$ cat src/rtl/ex_div_unit_if.sv
// Handshake and data bundle between the EX-stage control and the iterative divider.
// The master issues requests and watches for completion; the slave is the divider itself.
interface ex_div_unit_if #(
  parameter int DATA_WIDTH = 32
);
  logic                  start;
  logic [1:0]            divop;
  logic [DATA_WIDTH-1:0] data1;
  logic [DATA_WIDTH-1:0] data2;
  logic                  flush;
  logic                  busy;
  logic                  done;
  logic [DATA_WIDTH-1:0] result;

  modport master (
    output start, divop, data1, data2, flush,
    input  busy, done, result
  );

  modport slave (
    input  start, divop, data1, data2, flush,
    output busy, done, result
  );
endinterface

$ cat src/rtl/ex_div_unit.sv
// Iterative radix-2 restoring divider for RV32M DIV/DIVU/REM/REMU.
// It works on operand magnitudes, produces one quotient bit per cycle and fixes the signs in the last step.
module ex_div_unit #(
  parameter int DATA_WIDTH = 32
) (
  input logic           clk_i,
  input logic           rst_ni,
  ex_div_unit_if.slave  bus
);
  localparam int W  = DATA_WIDTH;
  localparam int CW = $clog2(W);

  typedef enum logic [1:0] {IDLE, CALC, FIN} state_e;

  state_e         state_q, state_d;
  logic [1:0]     op_q, op_d;
  logic           qneg_q, qneg_d;
  logic           rneg_q, rneg_d;
  logic [W-1:0]   dvd_q, dvd_d;
  logic [W-1:0]   dsr_q, dsr_d;
  logic [W-1:0]   rem_q, rem_d;
  logic [W-1:0]   quot_q, quot_d;
  logic [W-1:0]   result_q, result_d;
  logic [CW-1:0]  cnt_q, cnt_d;

  logic           isSigned, isRem, aNeg, bNeg, divZero, overflow, trialNeg;
  logic [W-1:0]   aMag, bMag;
  logic [W:0]     trial;

  function automatic logic [W-1:0] finalize(input logic [1:0] op, input logic qn,
                                            input logic rn, input logic [W-1:0] q,
                                            input logic [W-1:0] r);
    if (op[1]) return rn ? -r : r;
    return qn ? -q : q;
  endfunction

  assign isSigned = ~bus.divop[0];
  assign isRem    = bus.divop[1];
  assign aNeg     = isSigned & bus.data1[W-1];
  assign bNeg     = isSigned & bus.data2[W-1];
  assign aMag     = aNeg ? -bus.data1 : bus.data1;
  assign bMag     = bNeg ? -bus.data2 : bus.data2;
  assign divZero  = (bus.data2 == '0);
  assign overflow = isSigned && (bus.data1 == {1'b1, {(W-1){1'b0}}}) && (bus.data2 == '1);

  // The full remainder takes part in the W+1 bit trial, so its sign bit is a clean borrow.
  assign trial    = {rem_q, dvd_q[W-1]} - {1'b0, dsr_q};
  assign trialNeg = trial[W];

  always_comb begin
    state_d  = state_q;
    op_d     = op_q;
    qneg_d   = qneg_q;
    rneg_d   = rneg_q;
    dvd_d    = dvd_q;
    dsr_d    = dsr_q;
    rem_d    = rem_q;
    quot_d   = quot_q;
    result_d = result_q;
    cnt_d    = cnt_q;

    case (state_q)
      IDLE: begin
        if (bus.start) begin
          op_d  = bus.divop;
          cnt_d = '0;
          if (divZero) begin
            result_d = isRem ? bus.data1 : '1;
            state_d  = FIN;
          end else if (overflow) begin
            result_d = isRem ? '0 : bus.data1;
            state_d  = FIN;
          end else begin
            dvd_d   = aMag;
            dsr_d   = bMag;
            rem_d   = '0;
            quot_d  = '0;
            qneg_d  = aNeg ^ bNeg;
            rneg_d  = aNeg;
            state_d = CALC;
          end
        end
      end
      CALC: begin
        dvd_d  = dvd_q << 1;
        rem_d  = trialNeg ? {rem_q[W-2:0], dvd_q[W-1]} : trial[W-1:0];
        quot_d = {quot_q[W-2:0], ~trialNeg};
        cnt_d  = cnt_q + CW'(1);
        if (cnt_q == CW'(W-1)) begin
          result_d = finalize(op_q, qneg_q, rneg_q, quot_d, rem_d);
          state_d  = FIN;
        end
      end
      FIN:     state_d = IDLE;
      default: state_d = IDLE;
    endcase

    // An abort never publishes a result, whether it hits a capture or the final iteration.
    if (bus.flush) begin
      state_d  = IDLE;
      result_d = result_q;
    end
  end

  always_ff @(posedge clk_i or negedge rst_ni) begin
    if (!rst_ni) begin
      state_q  <= IDLE;
      op_q     <= '0;
      qneg_q   <= 1'b0;
      rneg_q   <= 1'b0;
      dvd_q    <= '0;
      dsr_q    <= '0;
      rem_q    <= '0;
      quot_q   <= '0;
      result_q <= '0;
      cnt_q    <= '0;
    end else begin
      state_q  <= state_d;
      op_q     <= op_d;
      qneg_q   <= qneg_d;
      rneg_q   <= rneg_d;
      dvd_q    <= dvd_d;
      dsr_q    <= dsr_d;
      rem_q    <= rem_d;
      quot_q   <= quot_d;
      result_q <= result_d;
      cnt_q    <= cnt_d;
    end
  end

  assign bus.busy   = (state_q == CALC);
  assign bus.done   = (state_q == FIN);
  assign bus.result = result_q;
endmodule

$ cat src/flat_wrapper.sv
// flat-port wrapper written by rule: the top's interface ports become plain ports
module ex_div_unit_flat 
#(
  parameter int DATA_WIDTH = 32
)
  (clk_i, rst_ni, bus_start, bus_divop, bus_data1, bus_data2, bus_flush, bus_busy, bus_done, bus_result);
  ex_div_unit_if #(.DATA_WIDTH(DATA_WIDTH)) bus_i ();
  input logic clk_i;
  input logic rst_ni;
  input wire logic [$bits(bus_i.start)-1:0] bus_start;
  input wire logic [$bits(bus_i.divop)-1:0] bus_divop;
  input wire logic [$bits(bus_i.data1)-1:0] bus_data1;
  input wire logic [$bits(bus_i.data2)-1:0] bus_data2;
  input wire logic [$bits(bus_i.flush)-1:0] bus_flush;
  output wire logic [$bits(bus_i.busy)-1:0] bus_busy;
  output wire logic [$bits(bus_i.done)-1:0] bus_done;
  output wire logic [$bits(bus_i.result)-1:0] bus_result;
  assign bus_i.start = bus_start;
  assign bus_i.divop = bus_divop;
  assign bus_i.data1 = bus_data1;
  assign bus_i.data2 = bus_data2;
  assign bus_i.flush = bus_flush;
  assign bus_busy = bus_i.busy;
  assign bus_done = bus_i.done;
  assign bus_result = bus_i.result;
  ex_div_unit #(.DATA_WIDTH(DATA_WIDTH)) u_core (.clk_i(clk_i), .rst_ni(rst_ni), .bus(bus_i));
endmodule
$ cat config.mk
export PLATFORM = sky130hd
export DESIGN_NAME = ex_div_unit_flat
export DESIGN_NICKNAME = d
export VERILOG_FILES = /design/src/rtl/ex_div_unit_if.sv /design/src/rtl/ex_div_unit.sv /design/src/flat_wrapper.sv
export SDC_FILE = /design/constraint.sdc
export NUM_CORES = 1
export LEC_CHECK = 0
export CAP_MARGIN = 10
export CORE_UTILIZATION = 40
export CTS_CLUSTER_DIAMETER = 150
export CTS_CLUSTER_SIZE = 16
export DETAILED_ROUTE_END_ITERATION = 8
export GPL_TIMING_DRIVEN = 0
export PLACE_DENSITY = 0.62
export SYNTH_ARGS = -nofsm -noshare
export SYNTH_HDL_FRONTEND = slang
export SYNTH_SLANG_ARGS = --single-unit
$ cat constraint.sdc
create_clock -name clk_i -period 5.5 [get_ports clk_i]
set_clock_uncertainty 0.15 [all_clocks]
set_input_delay 1.1 -clock clk_i [delete_from_list [all_inputs] [get_ports clk_i]]
set_output_delay 1.1 -clock clk_i [all_outputs]
set_load 0.005 [all_outputs]
==> key figures <==
Hold path
  • Min-Delay Path Depth: 2
  • WHS Endpoint: u_core.dvd_q[8]
  • Min-delay src: u_core.dvd_q[8]
  • Hold Path Class: flip-flop to flip-flop

Worst setup path
  • Critical Path RT: 5.70 ns
  • Worst r2r path cells: 21
  • Reg-to-reg startpoint: u_core.rem_q[20]
  • CP Class: flip-flop to flip-flop
  • Worst Setup End Kind: flip-flop
  • Max FO, Critical Path: 19
  • Worst r2r dst: u_core.bus.result[18]
  • Register-to-register setup slack: 0.19 ns
  • Startpoint types: flip-flop
  • CP arrival: 5.51 ns

Clock tree
  • CTS tree: yes
  • H-tree depth: 4
  • CTS Hold Bufs: 0
  • Clock root cell: clkbuf_16
  • Clock transition at the registers of the reported paths: 0.08 ns
  • CTS Buffer Depth: 2
  • Clk sinks: 169
  • Worst-Skew Late Latency: 0.45 ns
  • CTS buffer count: 17

Synth
  • Largest family of logic cells by synthesized area: compound AO/OA/AOI/OAI gates
  • Most frequent cells after synthesis: o21ai_0, nand2_1, dfrtp_1, a21oi_1, nor2_1
  • Async set-reset flop share out of synthesis: 100%
  • Seq cells post-synth: 169
  • Adder-cell share of the synthesized area: 4.01%
  • Synthesized cell area: 12700 µm²
  • Count leader, synth: o21ai_0
  • Mux cell area share after synthesis: 2.96%
  • Sequential area share after synthesis: 33.4%
  • Synth warn: 0
  • Compound-cell area share of the yosys netlist: 28.1%
  • Ys flop type: dfrtp_1
  • Simple logic cell fraction of the synthesized area: 18.2%
  • Syn_area_per_cell: 8.06 µm²
  • EDFF count, synth: 0
  • Post-synth top area cell: dfrtp_1
  • Syn Inst Count: 1571
  • Mapped Nets: 1681
  • Yosys top cell area share: 33.4%
  • Synth unique cells: 80
  • Dominant cells by area after synthesis: dfrtp_1, o21ai_0, a21oi_1
  • Synth Area in XOR/XNOR: 8.86%

Detailed routing
  • TritonRoute pass-1 iters: 7
  • # DRC: 3
  • Met1 Wirelength: 21.0 mm
  • DR WL met2: 19.7 mm
  • DR vias/cell: 6.08
  • Detailed Route WL: 44.8 mm
  • Routed vias: 12800
  • Uppermost layer routed: met4
  • Routed WL per cell: 21.3 µm
  • DR iter-0 viols: 1232
  • Antenna Violating Nets Remaining: 0
  • DR WL met3: 3.14 mm

Place
  • Pre-CTS WS: -1.04 ns
  • GP Congestion: 0.950
  • Area after DPL: 14200 µm²
  • Detailed placement HPWL: 35.2 mm
  • IO Port Bufs: 103

Floorplan
  • Num rows: 64
  • Initial Util: 41.1%
  • I/O Pins: 104
  • Die area: 32400 µm²
  • CORE AREA: 30800 µm²
  • Die height: 180 µm
  • Die width: 180 µm

Timing
  • RSZ-0062 raised after global routing: false
  • Final setup violation count: 0
  • Fmax: 188 MHz
  • Final Max Tran Viols: 0
  • Fin crit period: 5.31 ns
  • Slew @ Worst Pin: 0.798 ns
  • TNS Setup: 0 ns
  • Slew margin rel.: 46.8%
  • Fin worst setup slack: 0.190 ns
  • Fin crit share: 96.5%
  • Final hold vios: 0
  • WHS: 0.334 ns

Layout
  • Layout fillers: 3000
  • Nets: 1803
  • Layout cells sized above 1: 5.39%
  • Area delta synth->final: 17.6%
  • Design area: 14900 µm²
  • ANT cells: 0

Global routing
  • Total GRT Usage: 27.9%
  • Congestion Overflow GR: 0
  • Antenna violations before repair: 0
  • Vias in the first global route: 11900
  • Largest net degree at the start of global routing: 95
  • First-pass GRT wire length: 70.2 mm

Power and ir drop
  • Clock Power Share: 18.2%
  • Design Power: 6.96 mW
  • Leak: 6.13 nW
  • Sw power: 3.45 mW
  • Max VDD drop: 0.341 mV
  • Power Density: 468 nW/µm²
  • Switching Fraction: 49.5%
  • Internal: 3.52 mW
  • Comb power frac: 59.1%
  • Power share of the sequential group: 22.7%

Outcome
  • Status: finished with violations
  • Failing checks: design-rule violations

Flow run
  • Max_cap viols: 0
## kinds of logic (layout without fill, tap and decap cells)
group                      after synthesis  in the layout
DFF                                    169            169
xor gates and xnor gates               128            128
AOI/OAI and AO/OA                      564            564
adders and majority gates               40             40
buffers and inverters                  144            279
muxes                                   36             36
and+or+nand+nor                        490            490
## flip-flops by register name, indices dropped and copies added (netlist names)
register	flops
u_core.rem_q	32
u_core.dsr_q	32
u_core.qneg_q	1
u_core.rneg_q	1
u_core.bus.result	32
u_core.op_q	1
u_core.cnt_q	5
u_core.quot_q	31
u_core.dvd_q	32
u_core.state_q	2
## cell type report
class / count / area [µm²] / share of cell area [%]
Buffer: 87 / 360 / 2.42
Multi-Input combinational cell: 1258 / 7930 / 53.3
Clock inverter: 14 / 160 / 1.08
Tap cell: 396 / 495 / 3.33
Inverter: 54 / 205 / 1.38
Sequential cell: 169 / 4230 / 28.4
Timing Repair Buffer: 106 / 1080 / 7.24
Clock buffer: 18 / 429 / 2.88
## metrics by stage
stage	std cells	utilization (%)
6_report	2102	48.3
5_1_grt	2102	48.3
4_1_cts	2103	48.1
3_5_place_dp	2071	46.1
3_3_place_gp	2070	46.0
2_1_floorplan	1571	-
## timing repair
item,CTS,global route
pin swaps,3,1
endpoints found under the setup margin,65,99
buffers inserted,2,0
resized for setup,11,13
## per-layer routing
| metal | global-route usage (%) | vias up |
|---|---|---|
| met4 | 7.97 | 0 |
| met2 | 42.3 | 497 |
| li1 | - | 5972 |
| met1 | 40.7 | 6250 |
| met3 | 4.56 | 60 |
| met5 | 0 | - |
## power by group through the flow
stage / Sequential, mW / Combinational (mW) / Clock [mW]
final: 1.58 / 4.11 / 1.27
after global routing: 1.60 / 4.45 / 1.33
after detailed placement: 1.60 / 3.93 / 0
after global placement: 1.60 / 3.92 / 0
after floorplan: 1.53 / 2.79 / 0
after CTS: 1.57 / 3.99 / 1.28
## how the worst max path moves through the flow
| stage | from | end |
|---|---|---|
| 2_1_floorplan | u_core.rem_q[18] | u_core.bus.result[24] |
| 3_3_place_gp | rst_ni | u_core.dsr_q[31] |
| 3_5_place_dp | u_core.rem_q[20] | u_core.bus.result[18] |
| 4_1_cts | u_core.dsr_q[0] | u_core.bus.result[18] |
| 5_1_grt | u_core.rem_q[20] | u_core.bus.result[18] |
| 6_report | u_core.rem_q[20] | u_core.bus.result[18] |
## worst max-delay path, stage by stage (launching register included)
cell and delay [ns]:
dfrtp_1 0.42, ha_1 0.30, clkbuf_1 0.22, a21oi_2 0.23, o21ai_0 0.20, a2111o_1 0.35
a221o_2 0.47, o21a_1 0.22, buf_6 0.14, nor2_4 0.12, inv_4 0.10, buf_4 0.24
a21oi_4 0.23, ha_4 0.20, inv_1 0.09, nor4_2 0.30, o21ai_1 0.14, o41ai_2 0.14
a31oi_1 0.20, mux2i_1 0.26, o21ai_0 0.17, mux2_2 0.30
## layout by cell type, fill, tap and decap left out, types with 22 or more instances in the layout
cell type and n:
nor3_1 27, clkdlybuf4s50_1 102, inv_1 51, nand2_1 183, or3_1 24, a22o_1 36, clkbuf_1 70, nor2_1 126
mux2i_1 28, o21ai_0 182, xor2_1 55, dfrtp_1 169, nor4_1 22, a21oi_1 147, xnor2_1 73, o31ai_1 28
ha_1 38, nand3_1 24
Note: power is estimated with default switching activity, not from simulation.
